### config.mk
export PLATFORM = sky130hd
export DESIGN_NAME = adc_ascii_formatter
export DESIGN_NICKNAME = d
export VERILOG_FILES = /design/src/rtl/adc_lcd_pkg.sv /design/src/rtl/bin2bcd_serial.sv /design/src/rtl/adc_ascii_formatter.sv
export SDC_FILE = /design/constraint.sdc
export NUM_CORES = 1
export LEC_CHECK = 0
export CAP_MARGIN = 20
export CORE_AREA = 8 8 144 160
export CTS_BUF_LIST = sky130_fd_sc_hd__clkbuf_2 sky130_fd_sc_hd__clkbuf_4 sky130_fd_sc_hd__clkbuf_8
export DETAILED_ROUTE_END_ITERATION = 8
export DIE_AREA = 0 0 152 168
export DONT_BUFFER_PORTS = 1
export MAX_ROUTING_LAYER = met4
export SLEW_MARGIN = 20
export SYNTH_ARGS = -nofsm -noshare
export SYNTH_HDL_FRONTEND = slang
export SYNTH_SLANG_ARGS = --single-unit
### constraint.sdc
create_clock -name clk -period 6.15 [get_ports clk]
set_input_delay 1.5375 -clock clk [delete_from_list [all_inputs] [get_ports clk]]
set_output_delay 1.5375 -clock clk [all_outputs]
set_load 0.02 [all_outputs]
### src/rtl/adc_lcd_pkg.sv
// Shared definitions for the ADC-to-LCD character path.
//   - ASCII and LCD command byte constants
//   - fmt_state_t: state encoding of the ASCII formatter
package adc_lcd_pkg;

    localparam logic [7:0] ASCII_0   = 8'h30;
    localparam logic [7:0] ASCII_DOT = 8'h2E;
    localparam logic [7:0] ASCII_V   = 8'h56;

    localparam logic [7:0] LCD_LINE1 = 8'h80;
    localparam logic [7:0] LCD_LINE2 = 8'hC0;
    localparam logic [7:0] LCD_CLEAR = 8'h01;

    typedef enum logic [1:0] {
        StIdle  = 2'd0,
        StScale = 2'd1,
        StBcd   = 2'd2,
        StEmit  = 2'd3
    } fmt_state_t;

endpackage

### src/rtl/bin2bcd_serial.sv
// Serial double-dabble binary-to-BCD converter, one shift per clock.
// Ports:
//   clk, rst_n  clock, asynchronous active-low reset
//   start       one-cycle pulse; bin is sampled on this edge
//   bin         unsigned binary input
//   done        one-cycle pulse in the cycle after the last shift
//   bcd         packed BCD digits, most significant digit in the top nibble;
//               held stable until the next start
module bin2bcd_serial #(
    parameter int unsigned BIN_BITS = 14,
    parameter int unsigned DIGITS   = 4
) (
    input  logic                  clk,
    input  logic                  rst_n,
    input  logic                  start,
    input  logic [BIN_BITS-1:0]   bin,
    output logic                  done,
    output logic [4*DIGITS-1:0]   bcd
);

    localparam int unsigned CntW = $clog2(BIN_BITS + 1);

    logic [BIN_BITS-1:0] bin_q, bin_d;
    logic [4*DIGITS-1:0] bcd_q, bcd_d, adj_bcd;
    logic [CntW-1:0]     cnt_q, cnt_d;
    logic                act_q, act_d;
    logic                done_q, done_d;

    // Add-3 correction applied to every nibble before it is shifted.
    always_comb begin
        adj_bcd = '0;
        for (int i = 0; i < int'(DIGITS); i++) begin
            adj_bcd[4*i +: 4] = bcd_q[4*i +: 4] + ((bcd_q[4*i +: 4] >= 4'd5) ? 4'd3 : 4'd0);
        end
    end

    always_comb begin
        bin_d  = bin_q;
        bcd_d  = bcd_q;
        cnt_d  = cnt_q;
        act_d  = act_q;
        done_d = 1'b0;
        if (start) begin
            // The load edge also performs the first shift: with an all-zero
            // BCD register no correction is needed.
            bcd_d = {{(4*DIGITS-1){1'b0}}, bin[BIN_BITS-1]};
            bin_d = {bin[BIN_BITS-2:0], 1'b0};
            cnt_d = CntW'(1);
            act_d = 1'b1;
        end else if (act_q) begin
            bcd_d = {adj_bcd[4*DIGITS-2:0], bin_q[BIN_BITS-1]};
            bin_d = {bin_q[BIN_BITS-2:0], 1'b0};
            cnt_d = cnt_q + CntW'(1);
            if (cnt_q == CntW'(BIN_BITS - 1)) begin
                act_d  = 1'b0;
                done_d = 1'b1;
            end
        end
    end

    always_ff @(posedge clk or negedge rst_n) begin
        if (!rst_n) begin
            bin_q  <= '0;
            bcd_q  <= '0;
            cnt_q  <= '0;
            act_q  <= 1'b0;
            done_q <= 1'b0;
        end else begin
            bin_q  <= bin_d;
            bcd_q  <= bcd_d;
            cnt_q  <= cnt_d;
            act_q  <= act_d;
            done_q <= done_d;
        end
    end

    assign done = done_q;
    assign bcd  = bcd_q;

endmodule

### src/rtl/adc_ascii_formatter.sv
// Converts one raw ADC sample per handshake into a 7-byte LCD stream:
// cursor command, then "d.dddV" in millivolts.
// Ports:
//   clk, rst_n    clock, asynchronous active-low reset
//   sample_valid  sample offered
//   sample        raw unsigned ADC code
//   sample_ready  registered, high only while idle
//   char_valid    byte offered to the LCD writer
//   char_data     command or ASCII byte
//   char_rs       0 = command byte, 1 = data byte
//   char_ready    LCD writer accepts the byte
//   busy          high from sample accept until the last beat is accepted
module adc_ascii_formatter
    import adc_lcd_pkg::*;
#(
    parameter int unsigned ADC_BITS = 12,
    parameter int unsigned VREF_MV  = 3300,
    parameter logic [7:0]  LINE_CMD = LCD_LINE2
) (
    input  logic                clk,
    input  logic                rst_n,
    input  logic                sample_valid,
    input  logic [ADC_BITS-1:0] sample,
    output logic                sample_ready,
    output logic                char_valid,
    output logic [7:0]          char_data,
    output logic                char_rs,
    input  logic                char_ready,
    output logic                busy
);

    localparam logic [13:0] VrefW    = 14'(VREF_MV);
    localparam logic [2:0]  LastBeat = 3'd6;

    fmt_state_t          state_q, state_d;
    logic [ADC_BITS-1:0] sample_q, sample_d;
    logic [13:0]         mv_q, mv_d;
    logic                start_q, start_d;
    logic [2:0]          beat_q, beat_d;
    logic                ready_q, ready_d;
    logic                valid_q, valid_d;
    logic [7:0]          data_q, data_d;
    logic                rs_q, rs_d;
    logic                busy_q, busy_d;

    logic [ADC_BITS+13:0] product;
    logic                 bcd_done;
    logic [15:0]          digits;

    assign product = sample_q * VrefW;

    bin2bcd_serial #(
        .BIN_BITS (14),
        .DIGITS   (4)
    ) u_bin2bcd (
        .clk   (clk),
        .rst_n (rst_n),
        .start (start_q),
        .bin   (mv_q),
        .done  (bcd_done),
        .bcd   (digits)
    );

    function automatic logic [7:0] beat_byte(input logic [2:0] beat, input logic [15:0] d);
        case (beat)
            3'd0:    beat_byte = LINE_CMD;
            3'd1:    beat_byte = ASCII_0 + {4'h0, d[15:12]};
            3'd2:    beat_byte = ASCII_DOT;
            3'd3:    beat_byte = ASCII_0 + {4'h0, d[11:8]};
            3'd4:    beat_byte = ASCII_0 + {4'h0, d[7:4]};
            3'd5:    beat_byte = ASCII_0 + {4'h0, d[3:0]};
            3'd6:    beat_byte = ASCII_V;
            default: beat_byte = 8'h00;
        endcase
    endfunction

    always_comb begin
        state_d  = state_q;
        sample_d = sample_q;
        mv_d     = mv_q;
        start_d  = 1'b0;
        beat_d   = beat_q;
        ready_d  = ready_q;
        valid_d  = valid_q;
        data_d   = data_q;
        rs_d     = rs_q;
        busy_d   = busy_q;
        case (state_q)
            StIdle: begin
                ready_d = 1'b1;
                if (sample_valid && ready_q) begin
                    sample_d = sample;
                    ready_d  = 1'b0;
                    busy_d   = 1'b1;
                    state_d  = StScale;
                end
            end
            StScale: begin
                // Floor of sample * VREF / 2^ADC_BITS.
                mv_d    = 14'(product >> ADC_BITS);
                start_d = 1'b1;
                state_d = StBcd;
            end
            StBcd: begin
                if (bcd_done) begin
                    state_d = StEmit;
                    beat_d  = 3'd0;
                    valid_d = 1'b1;
                    data_d  = beat_byte(3'd0, digits);
                    rs_d    = 1'b0;
                end
            end
            StEmit: begin
                if (valid_q && char_ready) begin
                    if (beat_q == LastBeat) begin
                        valid_d = 1'b0;
                        busy_d  = 1'b0;
                        ready_d = 1'b1;
                        state_d = StIdle;
                    end else begin
                        beat_d = beat_q + 3'd1;
                        data_d = beat_byte(beat_q + 3'd1, digits);
                        rs_d   = 1'b1;
                    end
                end
            end
            default: state_d = StIdle;
        endcase
    end

    always_ff @(posedge clk or negedge rst_n) begin
        if (!rst_n) begin
            state_q  <= StIdle;
            sample_q <= '0;
            mv_q     <= '0;
            start_q  <= 1'b0;
            beat_q   <= 3'd0;
            ready_q  <= 1'b0;
            valid_q  <= 1'b0;
            data_q   <= 8'h00;
            rs_q     <= 1'b0;
            busy_q   <= 1'b0;
        end else begin
            state_q  <= state_d;
            sample_q <= sample_d;
            mv_q     <= mv_d;
            start_q  <= start_d;
            beat_q   <= beat_d;
            ready_q  <= ready_d;
            valid_q  <= valid_d;
            data_q   <= data_d;
            rs_q     <= rs_d;
            busy_q   <= busy_d;
        end
    end

    assign sample_ready = ready_q;
    assign char_valid   = valid_q;
    assign char_data    = data_q;
    assign char_rs      = rs_q;
    assign busy         = busy_q;

endmodule

## Yosys cells after proc, flatten, opt, wreduce, memory -nomap -nowiden

Cells that the tools add are included.
Widths: inputs -> output; s select.

| cells by class | value |
|---|---|
| $mul | 1 |
| add/sub/neg operators | 10 |
| equality and inequality tests | 16 |
| magnitude comparators | 4 |
| muxes and demuxes | 45 |
| reduce and logical (&&, ||, !) cells | 13 |

Operator list:

| cell | number |
|---|---|
| $pmux 8 s7 | 1 |
| $mux 16 | 2 |
| $add 6x4->7 const A | 4 |
| $mux 14 | 2 |
| $mux 8 | 3 |
| $mul 12x10->22 const B | 1 |
| $mux 1 | 17 |
| $ge 4x3->1 const B | 4 |
| $mux 2 | 8 |
| $pmux 8 s2 | 1 |
| $reduce_and 4->1 | 4 |
| $add 4x4->4 | 3 |
| $eq 3x3->1 const B | 4 |
| $mux 3 | 3 |
| $mux 4 | 2 |
| $ne 2x2->1 const B | 4 |
| $pmux 1 s2 | 4 |
| $pmux 2 s4 | 1 |
| $eq 3x2->1 const B | 2 |
| $pmux 3 s2 | 1 |
| $reduce_bool 2->1 | 3 |
| $add 4x1->4 const B | 1 |
| $eq 2x2->1 const B | 2 |
| $eq 4x4->1 const B | 1 |
| other kinds (10) | 11 |

| word-level totals | value |
|---|---|
| output and inout bits | 12 |
| register bits after elaboration | 78 |
| input port bits | 16 |
| logic and storage cells | 104 |

## Logic depth before layout (Yosys ltp)

| depth | value |
|---|---|
| word-level depth | 6 |
| depth in mapped cells | 16 |
| mapped depth without buffers | 15 |

## Cells and area by module

Synthesis repeated with hierarchy kept, for this count alone.

| unflattened totals | value |
|---|---|
| cell total of the unflattened synthesis | 585 |
| area total of the unflattened synthesis | 5944.5 µm² |

By module, submodules not included:

| module | area each (µm²) | sequential area each (µm²) | cells an instance | instances |
|---|---|---|---|---|
| adc_ascii_formatter | 4117.7 | 1051.0 | 408 | 1 |
| bin2bcd_serial | 1826.8 | 875.8 | 177 | 1 |

## Worst setup path after synthesis

No wires, ideal clock.

| timing | value |
|---|---|
| path kind | reg-to-reg |
| from | register sample_q[1] |
| to | register mv_q[10] |
| period minus slack after synthesis | 4.430 ns |
| setup slack | 1.720 ns |
| arrival time | 4.298 ns |
| library setup time | 0.131 ns |
| required time | 6.019 ns |
| buffers on the path | 1 |
| cell stages (with the launch flop) | 16 |
| cell sequence | dfrtp_1 > ha_1 > xor2_1 > ha_1 > fa_1 > fa_1 > inv_1 > fa_1 > inv_1 > ha_1 > clkbuf_1 > nand2_1 > o21ai_0 > a211oi_1 > o2111a_1 > or3_1 |

| on the way | value |
|---|---|
| word-level cells in the longest chain between the ends | 1 |

Ends and longest elaborated chain:

| what | line | source |
|---|---|---|
| start: declaration | adc_ascii_formatter.sv:36 | `logic [ADC_BITS-1:0] sample_q, sample_d;` |
| start signal: assignment | adc_ascii_formatter.sv:145 | `sample_q <= sample_d;` |
| $mul 12x10->22 | adc_ascii_formatter.sv:50 | `assign product = sample_q * VrefW;` |
| end signal: assignment | adc_ascii_formatter.sv:146 | `mv_q <= mv_d;` |
| end: declaration | adc_ascii_formatter.sv:37 | `logic [13:0] mv_q, mv_d;` |

No other way between the ends.
A chain may end at the register's enable or synchronous reset.

## Final worst setup path

| timing | value |
|---|---|
| from | register sample_q[8] |
| to | register mv_q[9] |

Same word-level chain as after synthesis.

==> impl_metrics.yaml <==
run_status:
  status: "finished, final reports clean"
synth:
  netlist_instances: 623
  synthArstFlopShare_pct: 100
  ys_seq_area_share_pct: 31.2
  yosys_warnings: 0
  ys.flop_type: "dfrtp_1"
  synth_top_area_share_pct: 31.2
  synth.cell_area_um2: 6180
  syn_nets: 764
  synth_top_area_cell: "dfrtp_1"
  yosys-top-cells-area: "dfrtp_1 31%, ha_1 19%, fa_1 10%"
  ys_types: 53
  synth.avg_cell_area_um2: 9.93
  synth-seq-cells: 77
  synth_edf_count: 0
final_layout:
  fill_cells: 2062
  nNetsFinal: 753
  layout-drive-gt1-share_pct: 6.16
  diodes: 0
  area_delta_synth_final_pct: 7.44
global_routing:
  grt_pass1_vias: 4188
  grt_max_degree: 78
  grt_util_all_layers_pct: 10.1
  grt_antenna_before_repair: 0
  gr-total-overflow: 0
  grt_pass1_wl_mm: 21.0
sta:
  min_period_over_period_pct: 76.3
  post-route-min-period_ns: 4.69
  clock_skew_ns: 0.0126
  hold_violations: 0
  slew_headroom_pct: 37.3
  rsz0062_at_grt: "no"
  drv_slew: 0
  setup_violations: 0
  fmax_ghz: 0.213
  final.setup.tns_ns: 0
  tightest_slew_ns: 0.941
die:
  core_area_um2: 20300
  start_util_pct: 30.5
  rows: 55
  ios: 28
  die_h_um: 168
  die_area_um2: 25500
  die_x_um: 152
setup_path:
  rrSetupSlack_ns: 1.46
  crit_path_end: "mv_q[9]"
  rr_startpoint: "sample_q[8]"
  startpoint_type: "flop"
  end_kind: "flop"
  r2r_end: "mv_q[9]"
  reg2regPathDepth: 13
  cp.required_ns: 6.41
  cp_max_fo: 8
  critPathLaunch: "sample_q[8]"
  crit_arrival_ns: 4.95
  worstSetupPathType: "flop to flop"
run:
  maxCapViolations: 0
clocking:
  cts_resized: 0
  cts_tree: "built"
  htreeDepth: 3
  holdBufCountCts: 0
  clock_latency_ns: 0.37
  cts.sinks: 77
  cts-root-buf: "clkbuf_8"
  post_cts_buffers: 0
  numCtsBuffers: 9
  cts.reportedPaths.clkPinSlew_ns: 0.09
  clockBufferDepth: 2
placement:
  hpwlAfterDp_mm: 9.30
  place_congestion: 0.833
  io_buffers: 0
drt:
  drtAntennaViolNets: 0
  vias: 4263
  drt-vias-per-instance: 4.88
  drtIter0Drc: 284
  wl_per_cell_um: 14.0
  dr.pass1.iters: 4
  drt-total-wl_mm: 12.2
  drc: 0
hold_path:
  min_path_type: "flop to flop"
  holdPathStages: 2
## cell type report
type | count | area [µm²] | area share (%)
clock inverters | 5 | 83.8 | 1.26
flip-flops and latches | 77 | 1930 | 29.0
multi-input cells | 456 | 3910 | 58.9
well taps | 256 | 320 | 4.82
clock buffers | 11 | 139 | 2.09
repair buffers | 2 | 15.0 | 0.226
inverters | 66 | 248 | 3.73
## per-stage QoR
stage,hold WS (ns),std cells,setup slack (ns),util (%),instance area (µm²)
after floorplan,0.448,623,1.72,-,6180
after global placement,0.461,857,1.59,31.6,6420
after detailed placement,0.472,857,1.49,31.6,6420
after CTS,0.493,873,1.44,32.7,6650
after global routing,0.530,873,1.18,32.7,6650
final,0.488,873,1.46,32.7,6650
## registers in the layout, indices dropped and copies added, names as in the netlist
register / count
sample_q: 12
mv_q: 12
char_rs: 1
start_q: 1
state_q: 2
char_data: 8
u_bin2bcd.done: 1
u_bin2bcd.cnt_q: 4
u_bin2bcd.bin_q: 13
busy: 1
u_bin2bcd.act_q: 1
char_valid: 1
u_bin2bcd.bcd: 16
sample_ready: 1
beat_q: 3
## placed cells by master (no fill, tap or decap), types with 3 or more instances in the layout
cell type  instances
ha_1              93
dfrtp_1           76
inv_1             66
nand2_1           56
o21ai_0           37
nor2_1            37
fa_1              32
mux2i_1           24
a21oi_1           22
a211oi_1          15
mux2_2            15
xnor2_1           13
nand2b_1          10
a21o_1             9
nor3_1             9
clkbuf_8           9
nand3_1            8
nand3b_1           7
xor2_1             6
nand4_1            6
nor2b_1            6
o31ai_1            4
a221oi_1           4
and3_1             3
o211ai_1           3
a211o_1            3
o21a_1             3
or3_1              3
## cells by family (layout without fill, tap and decap cells)
kind of cell / count (synthesis) / after routing / share of synthesized area (%)
flops: 77 / 77 / 31.2
buf+inv: 90 / 84 / 5.60
simple gates: 150 / 150 / 11.5
compound gates: 123 / 123 / 13.3
fa+ha+maj: 125 / 125 / 29.2
xor+xnor: 19 / 19 / 2.69
mux: 39 / 39 / 6.62
## worst min-delay path by stage
stage | startpoint | slack (ns) | endpoint
3_5_place_dp | mv_q[3] | 0.47 | u_bin2bcd.bin_q[4]
3_3_place_gp | mv_q[2] | 0.46 | u_bin2bcd.bin_q[3]
5_1_grt | mv_q[3] | 0.53 | u_bin2bcd.bin_q[4]
4_1_cts | mv_q[2] | 0.49 | u_bin2bcd.bin_q[3]
2_1_floorplan | mv_q[9] | 0.45 | u_bin2bcd.bin_q[10]
6_report | mv_q[0] | 0.49 | mv_q[0]
## cell usage after synthesis (2+ instances only)
cell       instances
a211oi_1          15
buf_2              7
o2bb2ai_1          2
o211ai_1           3
nand2_1           56
nand4_1            6
inv_1             66
a211o_1            3
o221ai_1           2
nor2_1            37
o31ai_1            4
o21a_1             3
a31oi_1            2
a21o_1             9
a221oi_1           4
dfrtp_1           77
buf_1              2
ha_1              93
nand2b_1          10
nand3_1            8
fa_1              32
or3_1              3
mux2i_1           24
o2111a_1           2
o21ai_0           37
nor3_1             9
nor2b_1            6
nand3b_1           7
a21oi_1           22
a22oi_1            2
clkbuf_1          15
and3_1             3
mux2_2            15
xnor2_1           13
xor2_1             6
## critical path, stage by stage (launching register included)
cell,delay [ns]
dfrtp_1,0.46
ha_1,0.35
inv_1,0.07
fa_1,0.54
inv_1,0.06
fa_1,0.50
fa_1,0.49
ha_1,0.31
ha_1,0.41
a211oi_1,0.29
nor2_1,0.12
o41ai_1,0.59
a2111oi_0,0.21
nand3b_1,0.19
## per-layer routing
| metal | up-vias | track usage [%] | routed length [µm] |
|---|---|---|---|
| met5 | - | - | 0 |
| met4 | 0 | 3.61 | 236 |
| met3 | 16 | 2.25 | 512 |
| met2 | 76 | 15.7 | 5630 |
| met1 | 2041 | 12.9 | 5850 |
| li1 | 2130 | - | - |
Power is left out: the tool's default activity adds up to more than one toggle a clock period on the data nets, which glitch-free logic cannot reach.
